$ cat src/rtl/operand_feeder.sv
// Front end of the a*b*cos(c)/(a+d) datapath: shifts d out serially after reset,
// then drains a small operand FIFO into registered a/b/c, one triple per clock.
module operand_feeder #(
   parameter int W     = 12,
   parameter int DEPTH = 4
) (
   input  logic                      clk,
   input  logic                      rst,
   input  logic [W-1:0]              d_cfg,
   input  logic                      in_valid,
   output logic                      in_ready,
   input  logic [W-1:0]              in_a,
   input  logic [W-1:0]              in_b,
   input  logic [W-1:0]              in_c,
   output logic                      e,
   output logic [W-1:0]              a,
   output logic [W-1:0]              b,
   output logic [W-1:0]              c,
   output logic                      out_valid,
   output logic                      load_done,
   output logic [$clog2(DEPTH):0]    level,
   output logic [7:0]                issued
);

   // state  | meaning
   // S_LOAD | shifting d_cfg onto e, LSB first, W clocks; FIFO accepts but never pops
   // S_RUN  | e held low; FIFO head issued to a/b/c whenever level > 0
   localparam int AW = $clog2(DEPTH);
   localparam int CW = (W > 1) ? $clog2(W) : 1;

   typedef enum logic {S_LOAD, S_RUN} state_t;

   state_t            state_q, state_d;
   logic [CW-1:0]     bit_cnt_q, bit_cnt_d;
   logic              load_done_q, load_done_d;
   logic [3*W-1:0]    mem_q [DEPTH];
   logic [AW-1:0]     wr_ptr_q, wr_ptr_d;
   logic [AW-1:0]     rd_ptr_q, rd_ptr_d;
   logic [AW:0]       level_q, level_d;
   logic [W-1:0]      a_q, a_d, b_q, b_d, c_q, c_d;
   logic              out_valid_q, out_valid_d;
   logic [7:0]        issued_q, issued_d;
   logic              push, pop, full, last_bit, e_raw;

   assign full     = (level_q == (AW+1)'(DEPTH));
   assign in_ready = ~full;
   assign push     = in_valid & ~full;
   assign last_bit = (bit_cnt_q == CW'(W-1));

   always_comb begin
      state_d     = state_q;
      bit_cnt_d   = bit_cnt_q;
      load_done_d = load_done_q;
      e_raw       = 1'b0;
      pop         = 1'b0;
      out_valid_d = 1'b0;
      a_d         = a_q;
      b_d         = b_q;
      c_d         = c_q;
      issued_d    = issued_q;
      case (state_q)
         S_LOAD: begin
            e_raw = d_cfg[bit_cnt_q];
            if (last_bit) begin
               state_d     = S_RUN;
               load_done_d = 1'b1;
            end else begin
               bit_cnt_d = bit_cnt_q + 1'b1;
            end
         end
         S_RUN: begin
            if (level_q != '0) begin
               pop                = 1'b1;
               out_valid_d        = 1'b1;
               {a_d, b_d, c_d}    = mem_q[rd_ptr_q];
               issued_d           = issued_q + 8'd1;
            end
         end
         default: state_d = S_LOAD;
      endcase
   end

   // e must read 0 while reset is held, even though bit_cnt already points at d_cfg[0]
   assign e = e_raw & rst;

   always_comb begin
      wr_ptr_d = push ? wr_ptr_q + 1'b1 : wr_ptr_q;
      rd_ptr_d = pop  ? rd_ptr_q + 1'b1 : rd_ptr_q;
      level_d  = level_q;
      case ({push, pop})
         2'b10:   level_d = level_q + 1'b1;
         2'b01:   level_d = level_q - 1'b1;
         default: level_d = level_q;
      endcase
   end

   always_ff @(posedge clk or negedge rst) begin
      if (!rst) begin
         state_q     <= S_LOAD;
         bit_cnt_q   <= '0;
         load_done_q <= 1'b0;
         wr_ptr_q    <= '0;
         rd_ptr_q    <= '0;
         level_q     <= '0;
         a_q         <= '0;
         b_q         <= '0;
         c_q         <= '0;
         out_valid_q <= 1'b0;
         issued_q    <= '0;
      end else begin
         state_q     <= state_d;
         bit_cnt_q   <= bit_cnt_d;
         load_done_q <= load_done_d;
         wr_ptr_q    <= wr_ptr_d;
         rd_ptr_q    <= rd_ptr_d;
         level_q     <= level_d;
         a_q         <= a_d;
         b_q         <= b_d;
         c_q         <= c_d;
         out_valid_q <= out_valid_d;
         issued_q    <= issued_d;
      end
   end

   // Storage needs no reset: entries are only visible through level/pointers.
   always_ff @(posedge clk) begin
      if (push) mem_q[wr_ptr_q] <= {in_a, in_b, in_c};
   end

   assign a         = a_q;
   assign b         = b_q;
   assign c         = c_q;
   assign out_valid = out_valid_q;
   assign load_done = load_done_q;
   assign level     = level_q;
   assign issued    = issued_q;

endmodule

$ cat config.mk
export PLATFORM = sky130hd
export DESIGN_NAME = operand_feeder
export DESIGN_NICKNAME = d
export VERILOG_FILES = /design/src/rtl/operand_feeder.sv
export SDC_FILE = /design/constraint.sdc
export NUM_CORES = 1
export LEC_CHECK = 0
export CAP_MARGIN = 20
export CORE_MARGIN = 5
export CORE_UTILIZATION = 50
export DETAILED_ROUTE_END_ITERATION = 7
export DONT_BUFFER_PORTS = 1
export MAX_ROUTING_LAYER = met4
export PLACE_DENSITY = 0.65
export RECOVER_POWER = 25
export SYNTH_ARGS = -nofsm -noshare
export SYNTH_HDL_FRONTEND = slang
export SYNTH_SLANG_ARGS = --single-unit
$ cat constraint.sdc
create_clock -name clk -period 2.05 [get_ports clk]
set_input_delay 0.3075 -clock clk [delete_from_list [all_inputs] [get_ports clk]]
set_output_delay 0.3075 -clock clk [all_outputs]
set_load 0.05 [all_outputs]
==> impl_metrics.toml, run 1 <==
[run]
maxCapViolations = 0

[finish]
multi_input_area_um2 = 1810
fillCellCount = 1094
n_antenna_cell = 0
drive_gt1_share_pct = 23.6
finalNetCount = 564
area_delta_synth_final_pct = 21.1
seq_area_um2 = 5780

[run_status]
violations = "setup timing"
status = "complete, but fails checks"

[placement]
place_congestion = 0.735
port_buffers = 0
dp_hpwl_mm = 8.29

[grt]
grt-ovfl-total = 0
antenna_found_initial = 0
grt_max_degree = 59
grt_pass1_vias = 4086
track_usage_pct = 16.4
grt_pass1_wl_mm = 22.2

[clock_network]
cts_max_level = 1
cts.clk_slew.worst_paths_ns = 0.06
cts.path.max_buffers = 3
root_buffer = "clkbuf_16"
cts_tree = "yes"
numCtsBuffers = 22
cts.sinks = 202
clk_latency_ns = 0.50

[yosys]
async_reset_ff_share_pct = 28.7
synth-edff-count = 144
synthTopCellsByCount = "edfxtp_1 (144), nand2_1 (113), dfrtp_1 (58)"
syn_nets = 493
synth.distinct_cells = 30
syn_inst = 434
synth_warnings = 0
syn_area_um2 = 7690
yosysMostFrequentCell = "edfxtp_1"
synth.largest_area_cell = "edfxtp_1"
ys.flop_type = "edfxtp_1"
ys_seq_area_share_pct = 75.1
yosys.area.top_type_share_pct = 56.2
synth-seq-cells = 202
avgSynthCellArea_um2 = 17.7
synth_area_leaders = "edfxtp_1 (56%), dfrtp_1 (19%), mux4_2 (11%)"

[worst_setup_path]
crit_type = "reg -> out"
start_kind = "register"
r2r_start = "level[0]"
critical_path.max_fanout = 4
cp.arrival_ns = 1.91
cp-end-kind = "output pin"
crit_start = "bit_cnt_q[0]"
cp.required_ns = 1.74

[detailed_routing]
first_pass_iters = 4
first_iter_violations = 208
drtAntennaViolNets = 0
wirelength_mm = 14.0
dr_total_vias = 3816
wire_per_inst_um = 19.7
avgViaCountPerCell = 5.38
drc = 0

[die]
core_area_um2 = 15100
die-area_um2 = 18000
io_pins = 102
die_h_um = 134
die-width_um = 134
start_util_pct = 50.8
fp-row-count = 45

[sta]
period_share_pct = 108
drv_slew = 0
final_hold_viol_count = 0
finalClockSkew_ns = 0.0235
clock.fmax_mhz = 450
period_minus_slack_ns = 2.22
rsz0062_at_grt = "yes"
fin_ws_ns = -0.170
relSlewSlack_pct = 61.0
tns_ns = -0.170
setup_viol = 1
whs_ns = 0.0579
worstMarginPinSlew_ns = 0.585

[min_path]
min_path_type = "in -> reg"
hp-start = "in_valid"

[pwr]
switching_share_pct = 36.6
power_density_nw_per_um2 = 1640
p_int_w = 0.00967
vdd_drop_max_uv = 883
power_frac_clock_pct = 25.6
pwr-share-comb_pct = 24.9
p_leak_nw = 3.52
p_seq_share_pct = 49.5
p_sw_w = 0.00559
==> flip-flops by register name, indices dropped and copies added, names as in the netlist <==
| name | count |
|---|---|
| a | 12 |
| b | 12 |
| bit_cnt_q | 4 |
| c | 12 |
| issued | 8 |
| level | 3 |
| load_done | 1 |
| mem_q | 144 |
| out_valid | 1 |
| rd_ptr_q | 2 |
| state_q | 1 |
| wr_ptr_q | 2 |
==> power by group through the flow <==
stage / combinational [W] / sequential (W) / clock (W)
floorplan: 0.00261 / 0.00769 / 0
global placement: 0.00371 / 0.00761 / 0
detailed placement: 0.00378 / 0.00767 / 0
CTS: 0.00390 / 0.00758 / 0.00399
global route: 0.00420 / 0.00767 / 0.00419
finish: 0.00379 / 0.00755 / 0.00391
==> path summary, 6_finish.rpt <==
kind                                     to  slack (ns)  cells past startpoint
worst max-delay path                      e       -0.17                      5
worst min-delay path            wr_ptr_q[0]        0.06                      2
worst max register to register     level[2]        0.18                     10
worst min register to register    issued[4]        0.55                      1
max in group asynchronous          level[1]        1.37                      2
min in group asynchronous              b[3]        0.40                      2
==> timing repair <==
action	4_1_cts	5_1_grt
setup buffers	1	1
endpoints found under the hold margin	202	0
setup endpoints to repair	1	1
hold buffers	38	0
resized for setup	2	0
pin swaps	1	1
==> routing by layer <==
layer / up-vias / GRT usage, % / share of wire [%]
met5: - / - / 0
met4: 0 / 3.79 / 1.8
met3: 21 / 4.69 / 7.0
met2: 97 / 28.0 / 52
met1: 1944 / 19.4 / 40
li1: 1754 / - / -
==> cells in the final DEF, fill, tap and decap left out, types with 2 or more instances in the layout <==
| master | netlist | final |
|---|---|---|
| edfxtp_1 | 144 | 144 |
| nand2_1 | 113 | 113 |
| dfrtp_1 | 58 | 52 |
| mux4_2 | 38 | 38 |
| dlygate4sd3_1 | 0 | 37 |
| clkbuf_16 | 0 | 22 |
| buf_4 | 4 | 15 |
| xnor2_1 | 11 | 11 |
| buf_12 | 2 | 10 |
| ha_1 | 7 | 6 |
| dfrtp_2 | 0 | 6 |
| clkinv_2 | 0 | 6 |
| inv_2 | 1 | 5 |
| inv_1 | 8 | 4 |
| and3_2 | 0 | 4 |
| nand3_1 | 5 | 4 |
| xor2_1 | 4 | 4 |
| clkbuf_1 | 2 | 4 |
| mux2i_1 | 3 | 3 |
| nor2_1 | 3 | 3 |
| mux2_2 | 3 | 3 |
| bufinv_16 | 0 | 3 |
| nor2b_1 | 2 | 2 |
| nand4b_1 | 2 | 2 |
| nand4_1 | 2 | 2 |
| clkinv_1 | 0 | 2 |
==> critical path, stage by stage, from the launching register on <==
cell      delay, ns
dfrtp_2        0.39
buf_4          0.12
mux4_2         0.49
nand4b_1       0.16
o41ai_4        0.10
buf_6          0.17
==> kinds of logic after synthesis <==
kind of cell / Yosys count / share of synthesized area (%)
flops: 202 / 75.1
simple gates: 134 / 7.12
mux: 44 / 12.0
buf+inv: 26 / 2.11
xor+xnor: 15 / 1.71
fa+ha+maj: 8 / 1.40
compound gates: 5 / 0.650
==> through the flow <==
step / total power [W] / instance area, µm² / setup WS, ns / utilization (%) / cells
final: 0.0153 / 9320 / -0.170 / 61.5 / 709
after global routing: 0.0161 / 9320 / -0.262 / 61.5 / 709
after CTS: 0.0155 / 9310 / -0.206 / 61.5 / 708
after detailed placement: 0.0114 / 8170 / 0.191 / 53.9 / 629
after global placement: 0.0113 / 8170 / 0.222 / 53.9 / 629
after floorplan: 0.0103 / 7750 / -0.0604 / - / 434
==> cell type report <==
type	count	area share (%)
repair buffers	64	7.75
well taps	188	2.52
multi-input cells	206	19.4
clock inverters	13	1.64
inverters	9	0.363
flip-flops and latches	202	62.1
clock buffers	27	6.22
(Power assumes the default switching activity.)
==> inputs of run 2 (changes only) <==
CTS_CLUSTER_DIAMETER = 40   (was default)
==> run 2 against run 1 <==
Against the previous run:
- the flow finishes with violations (capacitance limit, slew limit, setup timing)
- die area unchanged
- count of clock-buffer cells in the layout up 9
- non-clock buffer count unchanged
- core utilization up 1.6 points
- largest power group unchanged
- highest routed layer unchanged
==> impl_metrics.toml, run 2 (synthesis gave the netlist of run 1 again) <==
[detailed_routing]
drc = 0
first_pass_iters = 4
avgViaCountPerCell = 5.34
dr_total_vias = 3875
first_iter_violations = 199
drtAntennaViolNets = 0
wirelength_mm = 14.1
wire_per_inst_um = 19.4

[clock_network]
cts.path.max_buffers = 3
clk_latency_ns = 0.53
cts_tree = "yes"
cts.clk_slew.worst_paths_ns = 0.06
root_buffer = "clkbuf_16"
cts_max_level = 1
numCtsBuffers = 30
cts.sinks = 202

[worst_setup_path]
cp-end-kind = "output pin"
crit_buf_inv = 1
cp.arrival_ns = 1.94
crit_start = "bit_cnt_q[0]"
critPathMaxStageDelay_ns = 0.49
cp.required_ns = 1.74
path_depth = 4
path_delay_family = "multiplexers"
cp_slowest_cell = "mux4_2"
crit_type = "reg -> out"
start_kind = "register"
r2r_cells = 10
critical_path.max_fanout = 3
cp_cell_sequence = "mux4_2, o211ai_1, o41ai_4, buf_6"
r2r_start = "level[0]"

[pwr]
p_int_w = 0.0103
p_sw_w = 0.00593
power_density_nw_per_um2 = 1690
power_frac_clock_pct = 29.9
p_leak_nw = 3.62
p_total_w = 0.0162
p_seq_share_pct = 46.7
pwr-share-comb_pct = 23.4
switching_share_pct = 36.6
vdd_drop_max_uv = 973

[finish]
finalNetCount = 572
area_delta_synth_final_pct = 24.1
largest_register_ffs = 144
drive_gt1_share_pct = 25.5
most-common-layout-cells = "edfxtp_1 (144), nand2_1 (113), dfrtp_1 (52), mux4_2 (38), dlygate4sd3_1 (38)"
largest_register = "mem_q"
final_common_cell = "edfxtp_1"
fillCellCount = 1073
fin_cells = 725
n_antenna_cell = 0

[die]
die-width_um = 134
core_area_um2 = 15100
io_pins = 102
fp-row-count = 45
die_h_um = 134
start_util_pct = 50.8
die-area_um2 = 18000

[run_status]
status = "complete, but fails checks"
violations = "capacitance limit, slew limit, setup timing"

[sta]
fin_ws_ns = -0.193
tns_ns = -0.193
setup_viol = 1
relSlewSlack_pct = -1.98
clock.fmax_mhz = 446
rsz0062_at_grt = "yes"
drv_slew = 59
period_minus_slack_ns = 2.24
period_share_pct = 109
finalClockSkew_ns = 0.0165
worstMarginPinSlew_ns = 1.53
final_hold_viol_count = 0
whs_ns = 0.322

[grt]
grt-ovfl-total = 0
grt.busiest_layer = "met2"
grt_pass1_wl_mm = 22.6
grtUsageMet2_pct = 28.3
grt_use_met1_pct = 19.7
grt_max_degree = 59
grt_pass1_vias = 4203
track_usage_pct = 16.7
grtUsageMet3_pct = 4.91
antenna_found_initial = 0

[run]
maxCapViolations = 1

[placement]
dp.cells = 629
dp_hpwl_mm = 8.29
port_buffers = 0
place_congestion = 0.735

[min_path]
hold_depth = 2
min_path_type = "in -> reg"
hp-start = "in_valid"
==> run 2: final timing paths <==
check                                    to  slack [ns]
worst max-delay path                      e       -0.19
worst min-delay path            mem_q[0][1]        0.32
worst max register to register     level[2]        0.19
worst min register to register    issued[4]        0.54
max in group asynchronous       rd_ptr_q[0]        0.31
min in group asynchronous              c[7]        0.71
==> run 2: worst register-to-register path: cells and delay by family, from the launching register on <==
family | cells | cell delay (ns)
xor gates and xnor gates | 2 | 0.30
adders and majority gates | 2 | 0.48
buffers and inverters | 3 | 0.21
DFF | 1 | 0.45
and+or+nand+nor | 3 | 0.36
==> run 2: through the flow <==
step / instance area, µm² / utilization (%) / worst slack (ns)
final: 9550 / 63.1 / -0.193
after global routing: 9550 / 63.1 / -0.301
after CTS: 9580 / 63.2 / -0.241
after detailed placement: 8170 / 53.9 / 0.191
after global placement: 8170 / 53.9 / 0.222
after floorplan: 7750 / - / -0.0604
==> run 2: metal layers <==
metal  up-vias  wire length (µm)
li1       1780                 -
met1      1962              5560
met2       110              7250
met3        23              1030
met4         0               254
met5         -                 0
==> run 2: area by class of cell <==
class | instances | area, µm² | area share [%]
clock buffers | 36 | 805 | 8.42
clock inverters | 20 | 184 | 1.93
inverters | 9 | 33.8 | 0.354
multi-input cells | 206 | 1810 | 19.0
flip-flops and latches | 202 | 5780 | 60.5
well taps | 188 | 235 | 2.46
repair buffers | 64 | 702 | 7.35
==> run 2: power groups by stage <==
stage / clock network (W) / registers (W) / logic, W
global placement: 0 / 0.00761 / 0.00371
global route: 0.00517 / 0.00768 / 0.00420
CTS: 0.00496 / 0.00759 / 0.00391
detailed placement: 0 / 0.00767 / 0.00378
finish: 0.00484 / 0.00756 / 0.00379
floorplan: 0 / 0.00769 / 0.00261
==> run 2: what timing repair did <==
action	4_1_cts	5_1_grt
gates resized for setup	2	0
cloned	0	0
endpoints found under the setup margin	1	1
pin swaps	1	1
buffers inserted	1	0
endpoints found under the hold margin	203	0
hold buffers	39	0
==> inputs of run 3 (changes only) <==
CTS_CLUSTER_DIAMETER = 80   (was 40)
CTS_CLUSTER_SIZE = 8   (was default)
==> run 3 against run 2 <==
Against the previous run:
- the run still ends with capacitance limit, slew limit, setup timing left
- sequential power is essentially flat
- worst setup slack gained 0.020 ns
- largest power group unchanged
- count of clock-buffer cells in the layout grew 15
- cell area shrank 1.9%
- clock skew shrank 0.0054 ns
- maximum frequency grew 0.92%
- power shrank 4.0%
- die area is the same
- combinational power is essentially flat
==> impl_metrics.toml, run 3 (synthesis gave the netlist of run 1 again) <==
[worst_setup_path]
r2r_start = "level[0]"
cp.required_ns = 1.74
cp-end-kind = "output pin"
crit_type = "reg -> out"
reg2reg_slack_ns = 0.19
start_kind = "register"
critical_path.max_fanout = 3
r2r-end = "level[2]"
cp.arrival_ns = 1.91
r2r_cells = 10

[detailed_routing]
wire_per_inst_um = 19.7
dr_total_vias = 3850
drtAntennaViolNets = 0
drc = 0
wirelength_mm = 14.2
first_iter_violations = 209
first_pass_iters = 4
avgViaCountPerCell = 5.35

[pwr]
power_frac_clock_pct = 26.9
vdd_drop_max_uv = 931
p_leak_nw = 3.53
switching_share_pct = 36.3
pwr-share-comb_pct = 24.4
p_seq_share_pct = 48.7
p_int_w = 0.00990
p_sw_w = 0.00565
power_density_nw_per_um2 = 1660
p_total_w = 0.0155

[finish]
final_common_cell = "edfxtp_1"
n_antenna_cell = 0
area_delta_synth_final_pct = 21.8
finalNetCount = 570
drive_gt1_share_pct = 22.2
largest_register_ffs = 144
largest_register = "mem_q"
most-common-layout-cells = "edfxtp_1 (144), nand2_1 (113), dfrtp_1 (52), mux4_2 (38), dlygate4sd3_1 (37)"
fin_cells = 720

[sta]
worstMarginPinSlew_ns = 1.52
fin_ws_ns = -0.172
clock.fmax_mhz = 450
relSlewSlack_pct = -1.12
drv_slew = 59
period_minus_slack_ns = 2.22
rsz0062_at_grt = "yes"
finalClockSkew_ns = 0.0111
setup_viol = 1
tns_ns = -0.172
period_share_pct = 108
final_hold_viol_count = 0

[grt]
grtUsageMet3_pct = 4.69
antenna_found_initial = 0
grt_pass1_wl_mm = 22.8
grt_max_degree = 59
track_usage_pct = 16.7
grt.busiest_layer = "met2"
grt_use_met1_pct = 19.7
grtUsageMet2_pct = 28.6
grt_pass1_vias = 4202
grt-ovfl-total = 0

[placement]
dp.cells = 629
dp_hpwl_mm = 8.29
place_congestion = 0.735
port_buffers = 0

[run_status]
violations = "capacitance limit, slew limit, setup timing"
status = "complete, but fails checks"

[die]
die-width_um = 134
fp-row-count = 45
die-area_um2 = 18000
io_pins = 102
die_h_um = 134
core_area_um2 = 15100
start_util_pct = 50.8

[min_path]
min_path_type = "in -> reg"
hp-start = "in_valid"
min_to = "wr_ptr_q[0]"
hold_depth = 2

[run]
maxCapViolations = 1

[clock_network]
cts_tree = "yes"
cts.path.max_buffers = 3
cts_max_level = 1
numCtsBuffers = 29
clk_latency_ns = 0.51
cts.clk_slew.worst_paths_ns = 0.05
cts.sinks = 202
root_buffer = "clkbuf_16"
[run 3: stage by stage]
| stage | setup WS, ns | hold WS [ns] | utilization, % | cell area (µm²) |
|---|---|---|---|---|
| 3_5_place_dp | 0.191 | 0.0135 | 53.9 | 8170 |
| 5_1_grt | -0.279 | 0.0184 | 61.9 | 9370 |
| 6_report | -0.172 | 0.0305 | 61.9 | 9370 |
| 2_1_floorplan | -0.0604 | 0.0119 | - | 7750 |
| 3_3_place_gp | 0.222 | 0.0137 | 53.9 | 8170 |
| 4_1_cts | -0.218 | 0.00724 | 62.0 | 9390 |
[run 3: routing by layer]
layer	share of wire (%)	vias up	wire, µm
li1	-	1769	-
met1	39	1962	5590
met2	52	98	7390
met3	6.8	21	970
met4	1.6	0	233
met5	0	-	0
[run 3: power groups by stage]
stage	Sequential, W	Clock (W)	Combinational (W)
6_report	0.00757	0.00418	0.00379
5_1_grt	0.00769	0.00452	0.00420
4_1_cts	0.00760	0.00429	0.00391
3_5_place_dp	0.00767	0	0.00378
3_3_place_gp	0.00761	0	0.00371
2_1_floorplan	0.00769	0	0.00261
[run 3: how the worst max path moves through the flow]
stage                     to         start
global route               e  bit_cnt_q[0]
global placement           e  bit_cnt_q[0]
finish                     e  bit_cnt_q[0]
CTS                        e  bit_cnt_q[0]
detailed placement  level[2]      level[0]
floorplan           level[2]      level[0]
[run 3: layout make-up]
type                       instances  area (µm²)
clock buffer                      51         808
clock inverter                     1        8.76
multi-input combinational        206        1810
inverter                           9        33.8
timing repair buffer              63         692
sequential                       202        5780
fill                            1089        5770
tap                              188         235
[run 3: timing repair]
action                                  4_1_cts  5_1_grt
cloned                                        0        0
hold buffers                                 38        0
setup buffers                                 1        0
endpoints found under the setup margin        1        1
gates resized for setup                       2        0
hold endpoints to repair                    202        0
pin swaps                                     1        1
[run 3: critical path: stages (launching register included)]
cell	delay, ns
dfrtp_2	0.39
mux4_2	0.49
o211ai_1	0.27
o41ai_4	0.10
buf_6	0.17
